## src/rtl/seq_bin_div_pkg.sv

```systemverilog
// Shared constants and state encoding for the sequential restoring divider.
// Imported by the divider top and its compare/subtract helper.
package seq_bin_div_pkg;

    localparam int DIV_DP_WIDTH = 8;
    localparam int DIV_BC_SIZE  = 4;

    typedef enum logic [1:0] {
        S_idle  = 2'd0,
        S_check = 2'd1,
        S_shift = 2'd2,
        S_sub   = 2'd3
    } div_state_e;

    // Iteration count loaded into the bit counter on an accepted start.
    function automatic logic [DIV_BC_SIZE-1:0] div_count_init(input int width);
        div_count_init = DIV_BC_SIZE'(width);
    endfunction

endpackage

```

## src/rtl/seq_bin_div_sub_cmp.sv

```systemverilog
// (W+1)-bit unsigned compare and subtract of {E,A} against {1'b0,B}.
// Shared by the overflow check and every restoring step.
module div_sub_cmp
    import seq_bin_div_pkg::*;
#(
    parameter int w = DIV_DP_WIDTH
) (
    input  logic [w:0]   lhs,
    input  logic [w-1:0] rhs,
    output logic         ge,
    output logic [w:0]   diff
);

    logic [w:0] rhs_ext;

    assign rhs_ext = {1'b0, rhs};
    assign ge      = (lhs >= rhs_ext);
    assign diff    = lhs - rhs_ext;

endmodule

```

## src/rtl/seq_bin_div.sv

```systemverilog
// Sequential restoring (shift-subtract) divider: 2W-bit dividend / W-bit divisor.
// Controller and datapath share one file; start/rdy handshake matches the shift-add multiplier.
module seq_bin_div
    import seq_bin_div_pkg::*;
#(
    parameter int dp_width = DIV_DP_WIDTH,
    parameter int bc_size  = DIV_BC_SIZE
) (
    input  logic                    clk,
    input  logic                    rst,
    input  logic                    start,
    input  logic [2*dp_width-1:0]   dividend,
    input  logic [dp_width-1:0]     divisor,
    output logic [dp_width-1:0]     quotient,
    output logic [dp_width-1:0]     remainder,
    output logic                    ovf,
    output logic                    dz,
    output logic                    rdy
);

    div_state_e state_q, state_d;

    logic [dp_width-1:0] a_q, a_d;
    logic [dp_width-1:0] q_q, q_d;
    logic [dp_width-1:0] b_q, b_d;
    logic                e_q, e_d;
    logic [bc_size-1:0]  p_q, p_d;
    logic                ovf_q, ovf_d;
    logic                dz_q, dz_d;
    logic                rdy_q, rdy_d;

    logic load_regs;
    logic shift_regs;
    logic sub_regs;
    logic decr_p;
    logic set_ovf;

    logic                cmp_ge;
    logic [dp_width:0]   cmp_diff;
    logic                p_zero;
    logic                b_zero;

    assign p_zero = (p_q == {bc_size{1'b0}});
    assign b_zero = (b_q == {dp_width{1'b0}});

    // In S_check E is still 0, so the same comparator answers A >= B.
    div_sub_cmp #(
        .w (dp_width)
    ) u_sub_cmp (
        .lhs  ({e_q, a_q}),
        .rhs  (b_q),
        .ge   (cmp_ge),
        .diff (cmp_diff)
    );

    // Controller: next state and datapath control strobes.
    always_comb begin
        state_d    = state_q;
        load_regs  = 1'b0;
        shift_regs = 1'b0;
        sub_regs   = 1'b0;
        decr_p     = 1'b0;
        set_ovf    = 1'b0;
        case (state_q)
            S_idle: begin
                if (start) begin
                    load_regs = 1'b1;
                    state_d   = S_check;
                end else begin
                    state_d   = S_idle;
                end
            end
            S_check: begin
                if (cmp_ge) begin
                    set_ovf = 1'b1;
                    state_d = S_idle;
                end else begin
                    state_d = S_shift;
                end
            end
            S_shift: begin
                shift_regs = 1'b1;
                decr_p     = 1'b1;
                state_d    = S_sub;
            end
            S_sub: begin
                sub_regs = 1'b1;
                if (p_zero) begin
                    state_d = S_idle;
                end else begin
                    state_d = S_shift;
                end
            end
            default: begin
                state_d = S_idle;
            end
        endcase
    end

    // Datapath: register next values under the controller strobes.
    always_comb begin
        a_d   = a_q;
        q_d   = q_q;
        b_d   = b_q;
        e_d   = e_q;
        p_d   = p_q;
        ovf_d = ovf_q;
        dz_d  = dz_q;
        if (load_regs) begin
            a_d   = dividend[2*dp_width-1:dp_width];
            q_d   = dividend[dp_width-1:0];
            b_d   = divisor;
            e_d   = 1'b0;
            p_d   = div_count_init(dp_width);
            ovf_d = 1'b0;
            dz_d  = 1'b0;
        end else if (set_ovf) begin
            ovf_d = 1'b1;
            dz_d  = b_zero;
        end else if (shift_regs) begin
            e_d = a_q[dp_width-1];
            a_d = {a_q[dp_width-2:0], q_q[dp_width-1]};
            q_d = {q_q[dp_width-2:0], 1'b0};
        end else if (sub_regs) begin
            if (cmp_ge) begin
                a_d    = cmp_diff[dp_width-1:0];
                q_d[0] = 1'b1;
                e_d    = 1'b0;
            end else begin
                a_d = a_q;
            end
        end else begin
            a_d = a_q;
        end
        // The counter saturates at zero rather than wrapping.
        if (decr_p && !p_zero) begin
            p_d = p_q - {{(bc_size-1){1'b0}}, 1'b1};
        end else begin
            p_d = p_d;
        end
        rdy_d = (state_d == S_idle);
    end

    // State and datapath registers with synchronous reset.
    always_ff @(posedge clk) begin
        if (rst) begin
            state_q <= S_idle;
            a_q     <= {dp_width{1'b0}};
            q_q     <= {dp_width{1'b0}};
            b_q     <= {dp_width{1'b0}};
            e_q     <= 1'b0;
            p_q     <= {bc_size{1'b0}};
            ovf_q   <= 1'b0;
            dz_q    <= 1'b0;
            rdy_q   <= 1'b1;
        end else begin
            state_q <= state_d;
            a_q     <= a_d;
            q_q     <= q_d;
            b_q     <= b_d;
            e_q     <= e_d;
            p_q     <= p_d;
            ovf_q   <= ovf_d;
            dz_q    <= dz_d;
            rdy_q   <= rdy_d;
        end
    end

    assign quotient  = q_q;
    assign remainder = a_q;
    assign ovf       = ovf_q;
    assign dz        = dz_q;
    assign rdy       = rdy_q;

endmodule

```

## config.mk

```make
export PLATFORM = sky130hd
export DESIGN_NAME = seq_bin_div
export DESIGN_NICKNAME = d
export VERILOG_FILES = /design/src/rtl/seq_bin_div_pkg.sv /design/src/rtl/seq_bin_div_sub_cmp.sv /design/src/rtl/seq_bin_div.sv
export SDC_FILE = /design/constraint.sdc
export NUM_CORES = 1
export LEC_CHECK = 0
export BUFFER_PORTS_ARGS = -buffer_cell sky130_fd_sc_hd__buf_4
export CORE_ASPECT_RATIO = 0.8
export CORE_MARGIN = 3
export CORE_UTILIZATION = 31
export CTS_CLUSTER_DIAMETER = 200
export DETAILED_ROUTE_END_ITERATION = 10
export HOLD_SLACK_MARGIN = 0.1
export SLEW_MARGIN = 20
export SYNTH_ARGS = -nofsm -noshare
export SYNTH_HDL_FRONTEND = slang
export SYNTH_HIERARCHICAL = 1
export SYNTH_SLANG_ARGS = --single-unit
```

## constraint.sdc

```tcl
create_clock -name clk -period 2.83 [get_ports clk]
set_input_delay 0.566 -clock clk [delete_from_list [all_inputs] [get_ports clk]]
set_output_delay 0.566 -clock clk [all_outputs]
set_load 0.02 [all_outputs]
```

==> flow_summary.yaml, run 1 <==
run_status:
  outcome: "finished clean"
worst_setup_path:
  criticalPathCategory: "reg -> reg"
  crit_arrival_ns: 2.81
  setup.worst_path.start_class: "flop"
  critPathMaxFanout: 8
  critPathRequiredTime_ns: 3.02
  end_kind: "flop"
run:
  max_cap_violations: 0
clock_tree:
  postcts_setup_bufs: 0
  clkSinkCount: 34
  cts-htree-levels: 2
  tritoncts: "yes"
  clkSlewWorstSetupHoldPaths_ns: 0.07
  tritoncts.num_buffers: 5
  worstSkewPairLatency_ns: 0.29
  clock_tree.buffer_depth: 2
  cts_hold_repair.buffers: 0
  clock-root-buffer: "clkbuf_8"
placed_design:
  place_congestion: 0.941
  dpl_worst_slack_ns: 0.159
  dp_hpwl_mm: 4.18
  port_buffers: 45
global_route:
  grt_pass1_vias: 1850
  grt_pass1_wl_mm: 9.40
  grt_usage_pct: 15.1
  antenna_found_initial: 0
  grt.overflow.total: 0
  pin_count_of_the_biggest_net_entering_global_routing: 35
power:
  power.leakage_uw: 0.00108
  ir_drop_mv: 0.220
  finalPower_uw: 1770
  pwr_density_cell_nw_per_um2: 674
final_layout:
  area_used_by_multi_input_combinational_logic_um2: 1240
  antenna_cells_inserted: 0
  layout-area-overhead-vs-synth_pct: 25.3
  nFillCells: 682
  final_nets: 341
  post_route_core_utilization_pct: 40.5
  layout-drive-gt1-share_pct: 24.3
  sequential_cell_area_um2: 681
floorplanning:
  floorplan.die.width_um: 97.9
  io-pin-count: 46
  die-height_um: 79.5
  floorplan.initialDensity_pct: 32.3
  rows: 26
  floorplan.core_area_um2: 6470
  die_area_um2: 7780
synthesis:
  mappedNetlistArea_um2: 2090
  synth_instances: 261
  postSynthAreaPerCell_um2: 8.02
  yosys_warnings: 6
  synth.net_count: 298
sta:
  tightest_slew_ns: 0.930
  fmaxAchievable_mhz: 382
  maxSlewViolCount: 0
  timing.clock.skew_ns: 0.00403
  finalSetupViolCount: 0
  tns_ns: 0
  postLayoutSetupSlackWorst_ns: 0.210
  timing_hold_violations_final: 0
  timing.final.crit_period_ns: 2.62
  grt_setup_unrepaired: "no"
  worst_slew_margin_rel_pct: 37.9
  layout_worst_path_cycle_share_pct: 92.6
drt:
  wirelength_per_cell_um: 14.6
  detailedRoute.firstIterationViolations: 97
  detail_route.drc_violations: 0
  routed-via-count: 2020
  first_pass_iters: 4
  detail-route-antenna-nets: 0
  drt_wl_total_mm: 5.67
  route.detailed.vias_per_inst: 5.19
min_path:
  path_type_of_the_worst_min_delay_path: "reg -> reg"
[cells in the final DEF, fill, tap and decap left out, types with 2 or more instances in the layout]
cell	count
a21oi_1	13
o21ai_2	2
nor4_1	2
nand2b_1	4
nor3b_1	2
inv_1	17
nand3b_1	8
nand2_1	49
dfxtp_1	34
nor3_1	2
clkbuf_8	8
a211oi_1	11
nor2b_1	6
xnor2_1	2
o21ai_0	4
a21o_1	11
ha_1	9
a31oi_1	2
a311oi_2	4
nand3_1	5
a311oi_1	12
nor2_1	16
or4_1	2
buf_4	56
[flip-flops by register name (all words and copies together), names as in the netlist]
signal	flops
state_q	2
remainder	8
e_q	1
ovf	1
dz	1
rdy	1
b_q	8
p_q	4
quotient	8
[layer usage]
layer	part of all wire (%)	global-route usage (%)	up-vias
li1	-	-	1021
met1	51	22.6	923
met2	40	20.1	64
met3	7.1	3.84	12
met4	1.7	6.09	0
met5	0	0	-
[metrics by stage]
stage	hold slack (ns)	area (um2)	std cells
after floorplan	0.449	2090	261
after global placement	0.463	2510	381
after detailed placement	0.464	2510	381
after CTS	0.473	2620	389
after global routing	0.502	2620	389
final	0.470	2620	389
[repair_timing]
item	in CTS	in global routing
resized for setup	0	1
endpoints found under the setup margin	0	6
hold endpoints to repair	0	0
[worst paths after layout]
check	endpoint	depth (start not counted)	start	slack, ns
max	quotient[0]	9	b_q[1]	0.21
min	b_q[3]	2	b_q[3]	0.47
max reg2reg	quotient[0]	9	b_q[1]	0.21
min reg2reg	b_q[3]	2	b_q[3]	0.47
[worst max-delay path, stage by stage (launching register included)]
cell and delay (ns):
dfxtp_1 0.40, inv_1 0.06, ha_1 0.28, nor2b_1 0.16
o2111ai_2 0.24, a311oi_1 0.13, or4_1 0.47, nand2b_1 0.19
a21o_1 0.32, o221a_1 0.27
[area by class of cell]
| cell class | instances | area share, % |
|---|---|---|
| timing repair buffer | 56 | 16.0 |
| clock buffer | 8 | 4.20 |
| sequential | 34 | 25.9 |
| inverter | 17 | 2.43 |
| multi-input combinational | 190 | 47.4 |
| tap | 84 | 4.01 |
[power breakdown]
part           switching (uW)  internal, uW
sequential               70.3           539
combinational             406           325
clock                     181           246
No activity file was read; power rests on OpenSTA's default activity.
==> run 2, diff against run 1 <==
CORE_UTILIZATION = 53   (was 31)
CTS_BUF_LIST = sky130_fd_sc_hd__clkbuf_2   (was default)
PLACE_DENSITY = 0.78   (was default)
clock period = 3.1 ns   (was 2.83 ns; I/O delays follow)
==> flow_summary.yaml, run 2 (synthesis gave the netlist of run 1 again) <==
run_status:
  outcome: "finished clean"
final_layout:
  post_route_core_utilization_pct: 68.5
  layout-drive-gt1-share_pct: 22.7
  antenna_cells_inserted: 0
  most_frequent_standard_cell_in_the_layout_excluding_fill_and_tap_cells: "buf_4"
  final_nets: 336
  final-instance-count-excl-fill: 352
  nFillCells: 323
  layout-area-overhead-vs-synth_pct: 18.2
  mostFrequentLayoutCells: "buf_4, nand2_1, dfxtp_1"
floorplanning:
  floorplan.initialDensity_pct: 57.9
  die-height_um: 62.2
  floorplan.core_area_um2: 3610
  floorplan.die.width_um: 76.3
  rows: 19
  die_area_um2: 4740
  io-pin-count: 46
drt:
  first_pass_iters: 4
  drt_wl_total_mm: 4.89
  wirelength_per_cell_um: 13.9
  detail-route-antenna-nets: 0
  route.detailed.vias_per_inst: 5.66
  detailedRoute.firstIterationViolations: 211
  routed-via-count: 1993
  detail_route.drc_violations: 0
worst_setup_path:
  worstRegToRegCells: 9
  cpMaxStageDelayCell: "or4_1"
  criticalPathCategory: "reg -> reg"
  setup.worst_path.start_class: "flop"
  worstPathCellList: "inv_1 -> ha_1 -> a21o_1 -> a21oi_2 -> a311oi_1 -> or4_1 -> nand2b_1 -> a21o_1 -> o221a_1"
  worst_r2r_endpoint: "quotient[0]"
  timing.critical_path.slowest_cell_delay_ns: 0.47
  crit-reg2reg-launch: "b_q[3]"
  path_buf_inv: 1
  crit_family: "compound AO/OA/AOI/OAI gates"
  regToRegSetupSlack_ns: 0.31
  setup.worst_path.start: "b_q[3]"
  critPathMaxFanout: 9
  critPathMostFrequentCell: "a21o_1"
  crit_arrival_ns: 3.07
  critPathRequiredTime_ns: 3.39
  end_kind: "flop"
sta:
  timing.final.crit_period_ns: 2.79
  postLayoutSetupSlackWorst_ns: 0.313
  layout_worst_path_cycle_share_pct: 89.9
  maxSlewViolCount: 0
  timing.clock.skew_ns: 0.0132
  timing_hold_violations_final: 0
  finalSetupViolCount: 0
  tightest_slew_ns: 0.831
  grt_setup_unrepaired: "no"
  tns_ns: 0
  fmaxAchievable_mhz: 359
  worst_slew_margin_rel_pct: 44.5
clock_tree:
  worstSkewPairLatency_ns: 0.38
  tritoncts: "yes"
  clock-root-buffer: "clkbuf_2"
  postcts_setup_bufs: 0
  clkSinkCount: 34
  cts-htree-levels: 2
  gates_resized_cts_repair: 0
  clkSlewWorstSetupHoldPaths_ns: 0.17
  cts_hold_repair.buffers: 0
  clock_tree.buffer_depth: 2
  tritoncts.num_buffers: 5
placed_design:
  place_congestion: 0.855
  dpl_worst_slack_ns: 0.267
  dp_hpwl_mm: 3.69
  inst_count_dp: 344
  port_buffers: 45
power:
  ir_drop_mv: 0.297
  power.leakage_uw: 0.00103
  pwr_density_cell_nw_per_um2: 562
min_path:
  hold_depth: 3
  min_from: "divisor[0]"
  path_type_of_the_worst_min_delay_path: "in -> reg"
  worst_hold_path.endpoint: "b_q[0]"
global_route:
  grt_pass1_wl_mm: 8.17
  grt.overflow.total: 0
  grt_usage_pct: 20.9
  pin_count_of_the_biggest_net_entering_global_routing: 35
  grt_pass1_vias: 1748
  antenna_found_initial: 0
run:
  max_cap_violations: 0
-- run 2: cell types whose count changed in the layout (fill, tap and decap cells not counted) --
| cell | before | now |
|---|---|---|
| clkinv_2 | 0 | 1 |
| clkbuf_8 | 8 | 0 |
| buf_4 | 56 | 51 |
| clkbuf_2 | 0 | 6 |
| clkinv_1 | 0 | 1 |
-- run 2: worst max-delay path by stage --
| stage | end | slack (ns) | cells past startpoint |
|---|---|---|---|
| CTS | quotient[0] | 0.24 | 9 |
| global placement | quotient[0] | 0.35 | 9 |
| global route | remainder[5] | 0.10 | 9 |
| floorplan | quotient[0] | 0.46 | 9 |
| finish | quotient[0] | 0.31 | 9 |
| detailed placement | quotient[0] | 0.27 | 9 |
-- run 2: final cells by class --
class / count / area [um2] / share of cell area (%)
clock buffers: 6 / 30.0 / 1.21
multi-input cells: 190 / 1240 / 50.3
clock inverters: 2 / 8.76 / 0.354
flip-flops and latches: 34 / 681 / 27.5
well taps: 52 / 65.1 / 2.63
repair buffers: 51 / 383 / 15.5
inverters: 17 / 63.8 / 2.58
-- run 2: layer usage --
| metal | global-route usage, % | up-vias | share of wire, % |
|---|---|---|---|
| li1 | - | 1010 | - |
| met1 | 31.3 | 918 | 51 |
| met2 | 28.4 | 58 | 42 |
| met3 | 5.35 | 7 | 6.4 |
| met4 | 7.47 | 0 | 1.3 |
| met5 | 0 | - | 0 |
-- run 2: stage by stage --
step / hold slack (ns) / total power, uW / cell area [um2]
CTS: 0.448 / 1390 / 2470
finish: 0.469 / 1390 / 2470
floorplan: 0.449 / 1010 / 2090
global placement: 0.464 / 1180 / 2430
global route: 0.437 / 1500 / 2470
detailed placement: 0.470 / 1190 / 2430
-- run 2: power by group --
group          total (uW)  internal [uW]  switching [uW]  leakage, uW
sequential            557            492            64.8     0.000280
combinational         634            282             351     0.000721
clock                 201           55.4             146    0.0000304
total                1390            830             562      0.00103
-- run 2: worst reg2reg max path, cell delays in order, from the launching register on --
cell	delay (ns)
dfxtp_1	0.38
inv_1	0.05
ha_1	0.37
a21o_1	0.22
a21oi_2	0.19
a311oi_1	0.10
or4_1	0.47
nand2b_1	0.30
a21o_1	0.34
o221a_1	0.26
==> run 3, diff against run 2 <==
--- a/config.mk
+++ b/config.mk
@@ -9,10 +9,9 @@
 export CORE_ASPECT_RATIO = 0.8
 export CORE_MARGIN = 3
-export CORE_UTILIZATION = 53
+export CORE_UTILIZATION = 40
 export CTS_BUF_LIST = sky130_fd_sc_hd__clkbuf_2
 export CTS_CLUSTER_DIAMETER = 200
 export DETAILED_ROUTE_END_ITERATION = 10
 export HOLD_SLACK_MARGIN = 0.1
-export PLACE_DENSITY = 0.78
 export SLEW_MARGIN = 20
 export SYNTH_ARGS = -nofsm -noshare
==> constraint.sdc (replaced) <==
create_clock -name clk -period 3.1 [get_ports clk]
set_input_delay 0.62 -clock clk [delete_from_list [all_inputs] [get_ports clk]]
set_output_delay 0.62 -clock clk [all_outputs]
set_load 0.01 [all_outputs]
==> flow_summary.yaml, run 3 (synthesis gave the netlist of run 1 again) <==
final_layout:
  antenna_cells_inserted: 0
  finish.instance_area_um2: 2470
  layout-drive-gt1-share_pct: 22.1
  layout-area-overhead-vs-synth_pct: 18.2
  most_frequent_standard_cell_in_the_layout_excluding_fill_and_tap_cells: "buf_4"
  mostFrequentLayoutCells: "buf_4, nand2_1, dfxtp_1"
  final_nets: 335
sta:
  layout_worst_path_cycle_share_pct: 90.1
  timing_hold_violations_final: 0
  maxSlewViolCount: 0
  fmaxAchievable_mhz: 358
  timing.clock.skew_ns: 0.0223
  tightest_slew_ns: 0.805
  finalSetupViolCount: 0
  tns_ns: 0
  grt_setup_unrepaired: "no"
  worst_slew_margin_rel_pct: 46.2
  timing.final.crit_period_ns: 2.79
worst_setup_path:
  regToRegSetupSlack_ns: 0.31
  crit_arrival_ns: 3.08
  worstSetupEndpoint: "quotient[0]"
  end_kind: "flop"
  critPathMaxFanout: 8
  worst_r2r_endpoint: "quotient[0]"
  worstPathCellList: "inv_1 -> ha_1 -> nor2b_1 -> o2111ai_1 -> a311oi_1 -> or4_1 -> nand2b_1 -> a21o_1 -> o221a_1"
  setup.worst_path.start: "b_q[1]"
  setup.worst_path.start_class: "flop"
  cpMaxStageDelayCell: "or4_1"
  criticalPathCategory: "reg -> reg"
  timing.critical_path.slowest_cell_delay_ns: 0.47
  worstRegToRegCells: 9
  critPathRequiredTime_ns: 3.38
  crit-reg2reg-launch: "b_q[1]"
floorplanning:
  die_area_um2: 6140
  floorplan.die.width_um: 86.9
  io-pin-count: 46
  floorplan.initialDensity_pct: 43.5
  floorplan.core_area_um2: 4820
  rows: 22
  die-height_um: 70.7
power:
  comb_power_share_pct: 43.7
  netSwitchingFraction_pct: 39.8
  pwr_density_cell_nw_per_um2: 550
  ir_drop_mv: 0.222
  internal_power_of_the_cells_uw: 819
  clock_power_share_pct: 15.1
  power.leakage_uw: 0.00102
  switchingPower_uw: 541
  p_seq_share_pct: 41.2
drt:
  detail-route-antenna-nets: 0
  first_pass_iters: 4
  detail_route.drc_violations: 0
  route.detailed.vias_per_inst: 5.52
  routed-via-count: 1981
  drt_wl_total_mm: 5.18
  wirelength_per_cell_um: 14.4
  detailedRoute.firstIterationViolations: 111
clock_tree:
  clkSlewWorstSetupHoldPaths_ns: 0.20
  tritoncts: "yes"
  cts_hold_repair.buffers: 0
  postcts_setup_bufs: 0
  tritoncts.num_buffers: 5
  clkSinkCount: 34
  cts-htree-levels: 2
  clock-root-buffer: "clkbuf_2"
  worstSkewPairLatency_ns: 0.37
  gates_resized_cts_repair: 0
  clock_tree.buffer_depth: 2
run:
  max_cap_violations: 0
placed_design:
  place_congestion: 0.811
  port_buffers: 45
  detailed_place.area_um2: 2430
  dp_hpwl_mm: 3.79
global_route:
  grt_pass1_vias: 1729
  grt_usage_pct: 17.0
  pin_count_of_the_biggest_net_entering_global_routing: 35
  grt_pass1_wl_mm: 8.53
  antenna_found_initial: 0
  grt.overflow.total: 0
min_path:
  path_type_of_the_worst_min_delay_path: "in -> reg"
  min_from: "divisor[5]"
run_status:
  outcome: "finished clean"
run 3: worst max-delay path: cells and delay by family, from the launching register on:
family                   cells  cell delay [ns]
AO/OA/AOI/OAI                4             1.09
AND/OR/NAND/NOR              3             0.83
flip-flops                   1             0.45
adder cells (fa/ha/maj)      1             0.27
buffers and inverters        1             0.06
run 3: per-stage QoR:
stage	worst slack [ns]	hold WS, ns	total power (uW)	instances	util, %
after global placement	0.428	0.462	1160	351	50.5
final	0.308	0.461	1360	359	51.4
after floorplan	0.534	0.449	984	261	-
after global routing	0.0991	0.431	1460	359	51.4
after CTS	0.312	0.434	1370	359	51.4
after detailed placement	0.357	0.476	1160	351	50.5
run 3: power groups by stage:
stage / registers, uW / logic (uW) / clock network, uW
floorplan: 560 / 425 / 0
global placement: 570 / 587 / 0
detailed placement: 570 / 589 / 0
CTS: 561 / 592 / 215
global route: 571 / 660 / 231
finish: 560 / 594 / 206
run 3: how the worst min path moves through the flow:
stage,endpoint,slack (ns),cells past startpoint
floorplan,b_q[2],0.45,2
global placement,b_q[3],0.46,2
detailed placement,b_q[5],0.48,2
CTS,b_q[5],0.43,3
global route,b_q[6],0.43,3
finish,b_q[5],0.46,3
run 3: layout make-up:
cell class / count / area, um2
clock buffer: 5 / 25.0
clock inverter: 3 / 16.3
fill: 487 / 2340
inverter: 17 / 63.8
multi-input combinational: 190 / 1240
sequential: 34 / 681
tap: 60 / 75.1
timing repair buffer: 50 / 375
run 3: metal layers:
metal,vias to the layer above,track usage [%],routed length (um)
met5,-,0,0
met4,0,4.15,27
met3,2,4.07,378
met2,64,22.2,1960
met1,907,27.3,2810
li1,1008,-,-
